--- config.mk ---
export PLATFORM = sky130hd
export DESIGN_NAME = pit_prescale
export DESIGN_NICKNAME = d
export VERILOG_FILES = /design/src/rtl/pit_pkg.sv /design/src/rtl/pit_sync_sel.sv /design/src/rtl/pit_prescale.sv
export SDC_FILE = /design/constraint.sdc
export NUM_CORES = 1
export LEC_CHECK = 0
export CAP_MARGIN = 20
export CORE_AREA = 2 2 58 60
export DETAILED_ROUTE_END_ITERATION = 16
export DIE_AREA = 0 0 60 62
export PLACE_DENSITY = 0.84
export RECOVER_POWER = 50
export SETUP_SLACK_MARGIN = 0.5
export SYNTH_ARGS = -nofsm -noshare
export SYNTH_HDL_FRONTEND = slang
export SYNTH_HIERARCHICAL = 1
export SYNTH_SLANG_ARGS = --single-unit
export TNS_END_PERCENT = 5
--- constraint.sdc ---
create_clock -name bus_clk -period 4.1 [get_ports bus_clk]
set_input_delay 1.23 -clock bus_clk [delete_from_list [all_inputs] [get_ports bus_clk]]
set_output_delay 1.23 -clock bus_clk [all_outputs]
set_load 0.02 [all_outputs]
--- src/rtl/pit_pkg.sv ---
// Shared definitions for the PIT prescaler: default select width, counter width
// helper, and the count vector and divider-mode types.
package pit_pkg;

   localparam int PIT_PRE_SIZE = 4;

   // Counter width needed to reach the largest ratio 2^(2^pre_size - 1).
   function automatic int pre_cnt_width(input int pre_size);
      return int'((32'd1 << pre_size) - 32'd1);
   endfunction

   typedef logic [pre_cnt_width(PIT_PRE_SIZE)-1:0] pre_cnt_t;

   typedef enum logic [1:0] {
      PRE_IDLE  = 2'b00,
      PRE_COUNT = 2'b01,
      PRE_WRAP  = 2'b10
   } pre_mode_e;

endpackage

--- src/rtl/pit_sync_sel.sv ---
// Chooses the counter enable source (local or master PIT) and registers it as
// counter_sync, which is also forwarded unchanged to slave PITs.
module pit_sync_sel (
   input  logic bus_clk,
   input  logic async_rst_b,
   input  logic sync_reset,
   input  logic pit_ena,
   input  logic pit_slave,
   input  logic ext_sync_i,
   output logic counter_sync,
   output logic ext_sync_o
);

   logic src_s;
   logic sync_nxt_s;
   logic sync_r;

   // Source mux and sync-reset gating of the next enable value.
   always_comb begin
      src_s      = 1'b0;
      sync_nxt_s = 1'b0;
      if (pit_slave) begin
         src_s = ext_sync_i;
      end else begin
         src_s = pit_ena;
      end
      if (sync_reset) begin
         sync_nxt_s = 1'b0;
      end else begin
         sync_nxt_s = src_s;
      end
   end

   // Enable register.
   always_ff @(posedge bus_clk or negedge async_rst_b) begin
      if (!async_rst_b) begin
         sync_r <= 1'b0;
      end else begin
         sync_r <= sync_nxt_s;
      end
   end

   assign counter_sync = sync_r;
   assign ext_sync_o   = sync_r;

endmodule

--- src/rtl/pit_prescale.sv ---
// Power-of-two prescaler ahead of the PIT modulo counter: produces the one-cycle
// prescale_out strobe while counter_sync is held, with a shadowed divide select.
module pit_prescale
   import pit_pkg::*;
#(
   parameter int PRE_SIZE    = PIT_PRE_SIZE,
   parameter bit NO_PRESCALE = 1'b0
) (
   input  logic                bus_clk,
   input  logic                async_rst_b,
   input  logic                sync_reset,
   input  logic                pit_ena,
   input  logic                pit_slave,
   input  logic                ext_sync_i,
   input  logic [PRE_SIZE-1:0] pre_sel,
   output logic                counter_sync,
   output logic                prescale_out,
   output logic                ext_sync_o,
   output logic [PRE_SIZE-1:0] pre_sel_act
);

   localparam int CNT_W = pre_cnt_width(PRE_SIZE);

   logic [CNT_W-1:0]    cnt_r;
   logic [CNT_W-1:0]    cnt_nxt_s;
   logic [CNT_W:0]      div_full_s;
   logic [CNT_W-1:0]    div_m1_s;
   logic                pout_r;
   logic                pout_nxt_s;
   logic [PRE_SIZE-1:0] act_r;
   logic [PRE_SIZE-1:0] act_nxt_s;
   logic [PRE_SIZE-1:0] sel_in_s;
   pre_mode_e           mode_s;

   pit_sync_sel u_sync_sel (
      .bus_clk      (bus_clk),
      .async_rst_b  (async_rst_b),
      .sync_reset   (sync_reset),
      .pit_ena      (pit_ena),
      .pit_slave    (pit_slave),
      .ext_sync_i   (ext_sync_i),
      .counter_sync (counter_sync),
      .ext_sync_o   (ext_sync_o)
   );

   // Terminal count; the shift is one bit wider so 1 << CNT_W is not lost.
   always_comb begin
      div_full_s = ((CNT_W + 1)'(1'b1) << act_r) - (CNT_W + 1)'(1'b1);
      div_m1_s   = div_full_s[CNT_W-1:0];
      if (NO_PRESCALE) begin
         sel_in_s = {PRE_SIZE{1'b0}};
      end else begin
         sel_in_s = pre_sel;
      end
   end

   // Divider mode decode; sync_reset takes priority over a wrap.
   always_comb begin
      mode_s = PRE_IDLE;
      if (!counter_sync || sync_reset) begin
         mode_s = PRE_IDLE;
      end else if (cnt_r == div_m1_s) begin
         mode_s = PRE_WRAP;
      end else begin
         mode_s = PRE_COUNT;
      end
   end

   // Next count, strobe and shadow select.
   always_comb begin
      cnt_nxt_s  = {CNT_W{1'b0}};
      pout_nxt_s = 1'b0;
      act_nxt_s  = act_r;
      case (mode_s)
         PRE_IDLE: begin
            cnt_nxt_s  = {CNT_W{1'b0}};
            pout_nxt_s = 1'b0;
            act_nxt_s  = sel_in_s;
         end
         PRE_COUNT: begin
            cnt_nxt_s  = cnt_r + CNT_W'(1'b1);
            pout_nxt_s = 1'b0;
            act_nxt_s  = act_r;
         end
         PRE_WRAP: begin
            cnt_nxt_s  = {CNT_W{1'b0}};
            pout_nxt_s = 1'b1;
            act_nxt_s  = sel_in_s;
         end
         default: begin
            cnt_nxt_s  = {CNT_W{1'b0}};
            pout_nxt_s = 1'b0;
            act_nxt_s  = sel_in_s;
         end
      endcase
   end

   // Divider state registers.
   always_ff @(posedge bus_clk or negedge async_rst_b) begin
      if (!async_rst_b) begin
         cnt_r  <= {CNT_W{1'b0}};
         pout_r <= 1'b0;
         act_r  <= {PRE_SIZE{1'b0}};
      end else begin
         cnt_r  <= cnt_nxt_s;
         pout_r <= pout_nxt_s;
         act_r  <= act_nxt_s;
      end
   end

   assign prescale_out = pout_r;
   assign pre_sel_act  = act_r;

endmodule

# Word level (Yosys, flattened, before mapping)
# Index checks and enable logic that the tools add are counted.
[word_totals]
regBits = 21
out_inout_bits = 7
word_cells = 18
[classes]
add_sub_neg = 2
eq_ne = 3
n_shift = 1
mux = 6
reduce_logical = 2
[ops]
columns = ["cell", "n"]
rows = [
  ["15-bit by 1-bit adder with 15-bit output, second input constant", 1],
  ["15-bit == test", 1],
  ["15-bit 2-to-1 mux", 1],
  ["1-bit by 4-bit << shifter with 15-bit output, first input constant", 1],
  ["15-bit by 1-bit subtractor with 15-bit output, second input constant", 1],
  ["2-bit 2-to-1 mux", 2],
  ["1-bit 2-to-1 mux", 3],
  ["2-bit by 1-bit == test with 1-bit output, second input constant", 1],
  ["2-bit == test, second input constant", 1],
  ["1-bit logical NOT", 1],
  ["1-bit logical OR", 1],
]

# Longest topological paths before layout
[logic_depth]
word_depth = 7
ltp_mapped = 13
ltp_nobuf = 8

# Cells and area by module
# Netlist, hierarchy kept.
[modules_own_cells]
columns = ["module", "instances", "cells_each", "area_per_inst_um2", "seq_area_each_um2"]
rows = [
  ["pit_prescale", 1, 190, 1570.3, 500.5],
  ["pit_sync_sel", 1, 4, 46.3, 25.0],
]

# Worst setup path after synthesis
# OpenSTA, ideal clock, no wires.
[synth_path]
path_kind = "reg-to-reg"
startpoint = "reg act_r[3] (netlist: pre_sel_act[3])"
endpoint = "reg cnt_r[10]"
setup_time_ps = 136
arrival_time_ps = 3388
slack_ps = 575
stages_incl_launch_ff = 14
period_less_slack_ps = 3525
cell_sequence = "dfrtp_1 > buf_2 > buf_2 > or4b_2 > ha_1 > clkbuf_1 > xor2_1 > xnor2_1 > o211ai_1 > or4_1 > buf_1 > nor3_4 > buf_2 > nor3_1"
[synth_between]
elab_chain_len = 7
[synth_rtl]
columns = ["element", "line", "source"]
rows = [
  ["from (decl)", "pit_prescale.sv:30", "logic [PRE_SIZE-1:0] act_r;"],
  ["from (signal assigned)", "pit_prescale.sv:103", "act_r <= {PRE_SIZE{1'b0}};"],
  ["from (signal assigned)", "pit_prescale.sv:107", "act_r <= act_nxt_s;"],
  ["1-bit by 4-bit << shifter with 15-bit output", "pit_prescale.sv:48", "div_full_s = ((CNT_W + 1)'(1'b1) << act_r) - (CNT_W + 1)'(1'b1);"],
  ["15-bit by 1-bit subtractor with 15-bit output", "pit_prescale.sv:48", ""],
  ["15-bit == test", "pit_prescale.sv:62", "end else if (cnt_r == div_m1_s) begin"],
  ["2-bit 2-to-1 mux", "pit_prescale.sv:62", ""],
  ["2-bit 2-to-1 mux", "pit_prescale.sv:60", "if (!counter_sync || sync_reset) begin"],
  ["2-bit by 1-bit == test with 1-bit output", "pit_prescale.sv:74", "case (mode_s)"],
  ["15-bit 2-to-1 mux", "pit_prescale.sv:74", ""],
  ["via cnt_nxt_s[10]", "pit_prescale.sv:25", "logic [CNT_W-1:0] cnt_nxt_s;"],
  ["to (signal assigned)", "pit_prescale.sv:101", "cnt_r <= {CNT_W{1'b0}};"],
  ["to (signal assigned)", "pit_prescale.sv:105", "cnt_r <= cnt_nxt_s;"],
  ["to (decl)", "pit_prescale.sv:24", "logic [CNT_W-1:0] cnt_r;"],
]
# The timed path passes the listed nets, and every way through them passes these cells.
# A chain may end at the register's enable or synchronous reset.

# Worst setup path after layout
[layout_path]
startpoint = "reg act_r[1] (netlist: pre_sel_act[1])"
endpoint = "reg cnt_r[13]"
# Same word-level chain as after synthesis.

==> metrics.md <==
| Metric | Value |
|---|---|
| Status | `finished clean` |
| Num ports | `17` |
| Final period util | `0.823` |
| Die outline area | `roughly 0.0037 mm^2` |
| Clk_skew | `roughly 2.9 ps` |
| CP Max Fanout | `19` |
| Vias in the first global route | `1269` |
| Clock Tree Buf Depth | `2` |
| Net Sw Frac | `0.313` |
| DRT Pass-1 Iters | `5` |
| DR WL/cell | `14.2 um` |
| Slew Viols, Final | `0` |
| Final nets | `between 200 and 250` |
| H-tree Lvls | `1` |
| Post-DR vias/cell | `5.98` |
| Worst-Margin Slew | `849 ps` |
| Die Ht | `between 60 and 70 um` |
| Gr usage total | `0.215` |
| Via count | `about 1500` |
| FILL cells | `a little under 300` |
| First-pass GRT wire length | `approximately 5900 um` |
| Cell Area, Synth | `0.00162 mm^2` |
| Root buf cell | `clkbuf_4` |
| DR iter-0 viols | `about 180` |
| Synth warn | `6` |
| Worst EP arrival | `roughly 3500 ps` |
| Asr flop ratio synth | `1.00` |
| Worst R2R Start | `pre_sel_act[1]$_DFFE_PN0P_` |
| Worst Setup SP | `pre_sel_act[1]$_DFFE_PN0P_` |
| Initial core utilization | `0.508` |
| Final HPWL DP | `2450 um` |
| Area Overhead vs Synth | `12.4%` |
| Power share of the combinational group | `0.245` |
| Pint | `0.297 mW` |
| Initial antenna violation count | `0` |
| Register share of total power | `0.520` |
| Final std cells w/o fill | `~250` |
| Final setup violation count | `0` |
| Ant diodes | `0` |
| Core area | `around 0.0032 mm^2` |
| Worst-skew pair later-pin latency | `just over 300 ps` |
| Reg2Reg Depth | `9` |
| Post-synth EDFFs | `0` |
| CTS clock-pin slew for the worst setup and hold paths | `around 110 ps` |
| Post-Route WL | `~3500 um` |
| Slew margin rel. | `0.434` |
| Setup CP Type | `flop to flop` |
| Minimum clock period | `around 3400 ps` |
| Startpoint Class | `flop` |
| PortBufs | `16` |
| Crit end category | `flop` |
| Syn Inst Count | `194` |
| Hold buffers post-CTS | `0` |
| Capture point of the worst path | `cnt_r[13]$_DFF_PN0_` |
| Fin area | `~0.0018 mm^2` |
| Reg2Reg Setup Slack | `~720 ps` |
| CTS Sinks | `21` |
| Max Clock Freq | `slightly below 300 MHz` |
| Synth top area share | `0.325` |
| CTS buffer count | `3` |
| Sw Pwr | `approximately 0.14 mW` |
| Syn nets | `roughly 210` |
| Hold Crit Class | `flop to flop` |
| Sum of negative setup slack | `0 ps` |
| GP Congestion | `0.886` |
| Dpl cells | `242` |
| #FFs+latches synth | `21` |
| Seq/Total Area, Yosys | `0.325` |
| Largest net degree at the start of global routing | `22` |
| Area contributors post-synth | `dfrtp_1, xnor2_1, nor3_1` |
| Pwr Density | `~240 mW/mm^2` |
| Avg Inst Size Synth | `about 8.3 um^2` |
| RSZ-0062 raised after global routing | `no` |
| Critical Path RT | `approximately 4300 ps` |
| Clk pwr share | `0.235` |
| Total placed instance area | `~0.0018 mm^2` |
| Fraction of layout cells with a size suffix above 1 | `0.0743` |
| GR Overflow Total | `0` |
| Drc violations | `0` |
| Rows | `21` |
| Max Cap Violations | `0` |
| Chip Width | `roughly 60 um` |
| CTS tree | `built` |
| Library cells used by synthesis | `48` |
| Peak VDD IR | `145 uV` |
| Pleak | `just under 0.7 nW` |
| Routed Antenna Nets | `0` |
| Main flop type after synthesis | `dfrtp_1` |
| Leading area contributor after synthesis | `dfrtp_1` |
| R2r endpoint | `cnt_r[13]$_DFF_PN0_` |
| Final Hold Viols | `0` |
-- placed cells by master (no fill, tap or decap), drive strengths merged, types with 2 or more instances in the layout --
cell type      instances
a21oi                  6
a22oi                  4
and2                   6
and3                   3
buf                    3
clkbuf                 5
clkdlybuf4s50         12
dfrtp                 21
dlygate4sd3            4
ha                     2
inv                   10
mux2i                  2
nand2                  6
nand2b                 2
nand3                 11
nand4                  2
nor2                  12
nor2b                  2
nor3                  21
nor3b                  3
nor4                   2
o2111ai                2
o211ai                 6
o21ai                 12
o32ai                  2
or4                    6
xnor2                 13
xor2                   6
-- kinds of logic after synthesis --
| logic type | Yosys count | share of synthesized area |
|---|---|---|
| simple gates | 84 | 0.300 |
| compound gates | 38 | 0.159 |
| buf+inv | 27 | 0.0782 |
| flops | 21 | 0.325 |
| xor+xnor | 19 | 0.103 |
| mux | 3 | 0.0193 |
| fa+ha+maj | 2 | 0.0155 |
-- Yosys cell counts (all sizes together) (2+ instances only) --
| master | n |
|---|---|
| or4 | 6 |
| a21oi | 6 |
| nand3 | 11 |
| nand4 | 2 |
| nor3b | 3 |
| clkbuf | 7 |
| nand2 | 6 |
| and3 | 3 |
| inv | 10 |
| xnor2 | 13 |
| xor2 | 6 |
| ha | 2 |
| o32ai | 2 |
| o2111ai | 2 |
| o21ai | 12 |
| nor3 | 21 |
| nand2b | 2 |
| mux2i | 2 |
| nor4 | 2 |
| dfrtp | 21 |
| nor2 | 12 |
| a22oi | 4 |
| and2 | 6 |
| o211ai | 6 |
| buf | 9 |
| nor2b | 2 |
-- power by group through the flow --
stage | registers [mW] | clock network (mW) | logic [mW]
6_report | 0.225 | 0.101 | 0.106
5_1_grt | 0.226 | 0.114 | 0.118
4_1_cts | 0.224 | 0.105 | 0.106
3_5_place_dp | 0.228 | 0 | 0.105
3_3_place_gp | 0.228 | 0 | 0.105
2_1_floorplan | 0.227 | 0 | 0.0729
-- final cells by class --
| cell class | instances | area [um^2] | area share |
|---|---|---|---|
| Clock buffer | 4 | 26.3 | 0.0145 |
| Inverter | 11 | 41.3 | 0.0227 |
| Multi-Input combinational cell | 146 | 965 | 0.531 |
| Sequential cell | 21 | 528 | 0.291 |
| Tap cell | 46 | 57.6 | 0.0317 |
| Timing Repair Buffer | 20 | 199 | 0.110 |
-- sequential cells by signal, indices dropped and copies added (netlist names) --
name / flops
pre_sel_act: 4
cnt_r: 15
u_sync_sel/counter_sync: 1
prescale_out: 1
-- layer usage --
layer	vias to the layer above	routed length (um)	global-route usage
met4	0	59	0.0667
met1	710	1600	0.308
li1	718	-	-
met2	48	1680	0.342
met3	7	166	0.0269
met5	-	0	0
-- through the flow --
step                      worst slack (ps)  hold WS [ps]  utilization  total power, mW
after CTS                              500           611        0.563            0.435
final                                  724           601        0.571            0.432
after global placement                 596           588        0.555            0.333
after global routing                   509           650        0.571            0.458
after floorplan                        575           530            -            0.300
after detailed placement               534           595        0.555            0.334
-- critical path: stages, from the launching register on --
cell and delay [ps]:
dfrtp_2 530, or4b_2 700, ha_1 320, and4b_1 220
a31oi_1 180, o2111ai_1 150, or4_1 600, nor3_4 280
buf_12 170, nor3_1 60
-- how the worst min path moves through the flow --
stage | start | slack (ps) | end | depth (start not counted)
finish | cnt_r[0]$_DFF_PN0_ | 600 | cnt_r[0]$_DFF_PN0_ | 1
global route | cnt_r[0]$_DFF_PN0_ | 650 | cnt_r[0]$_DFF_PN0_ | 1
CTS | cnt_r[0]$_DFF_PN0_ | 610 | cnt_r[0]$_DFF_PN0_ | 1
detailed placement | cnt_r[0]$_DFF_PN0_ | 590 | cnt_r[0]$_DFF_PN0_ | 1
global placement | cnt_r[0]$_DFF_PN0_ | 590 | cnt_r[0]$_DFF_PN0_ | 1
floorplan | cnt_r[0]$_DFF_PN0_ | 530 | cnt_r[0]$_DFF_PN0_ | 1
-- repair_timing --
| action | in CTS | in global routing |
|---|---|---|
| resized for setup | 0 | 2 |
| setup endpoints to repair | 0 | 19 |
| buffers inserted | 0 | 1 |
(Power assumes the default switching activity.)
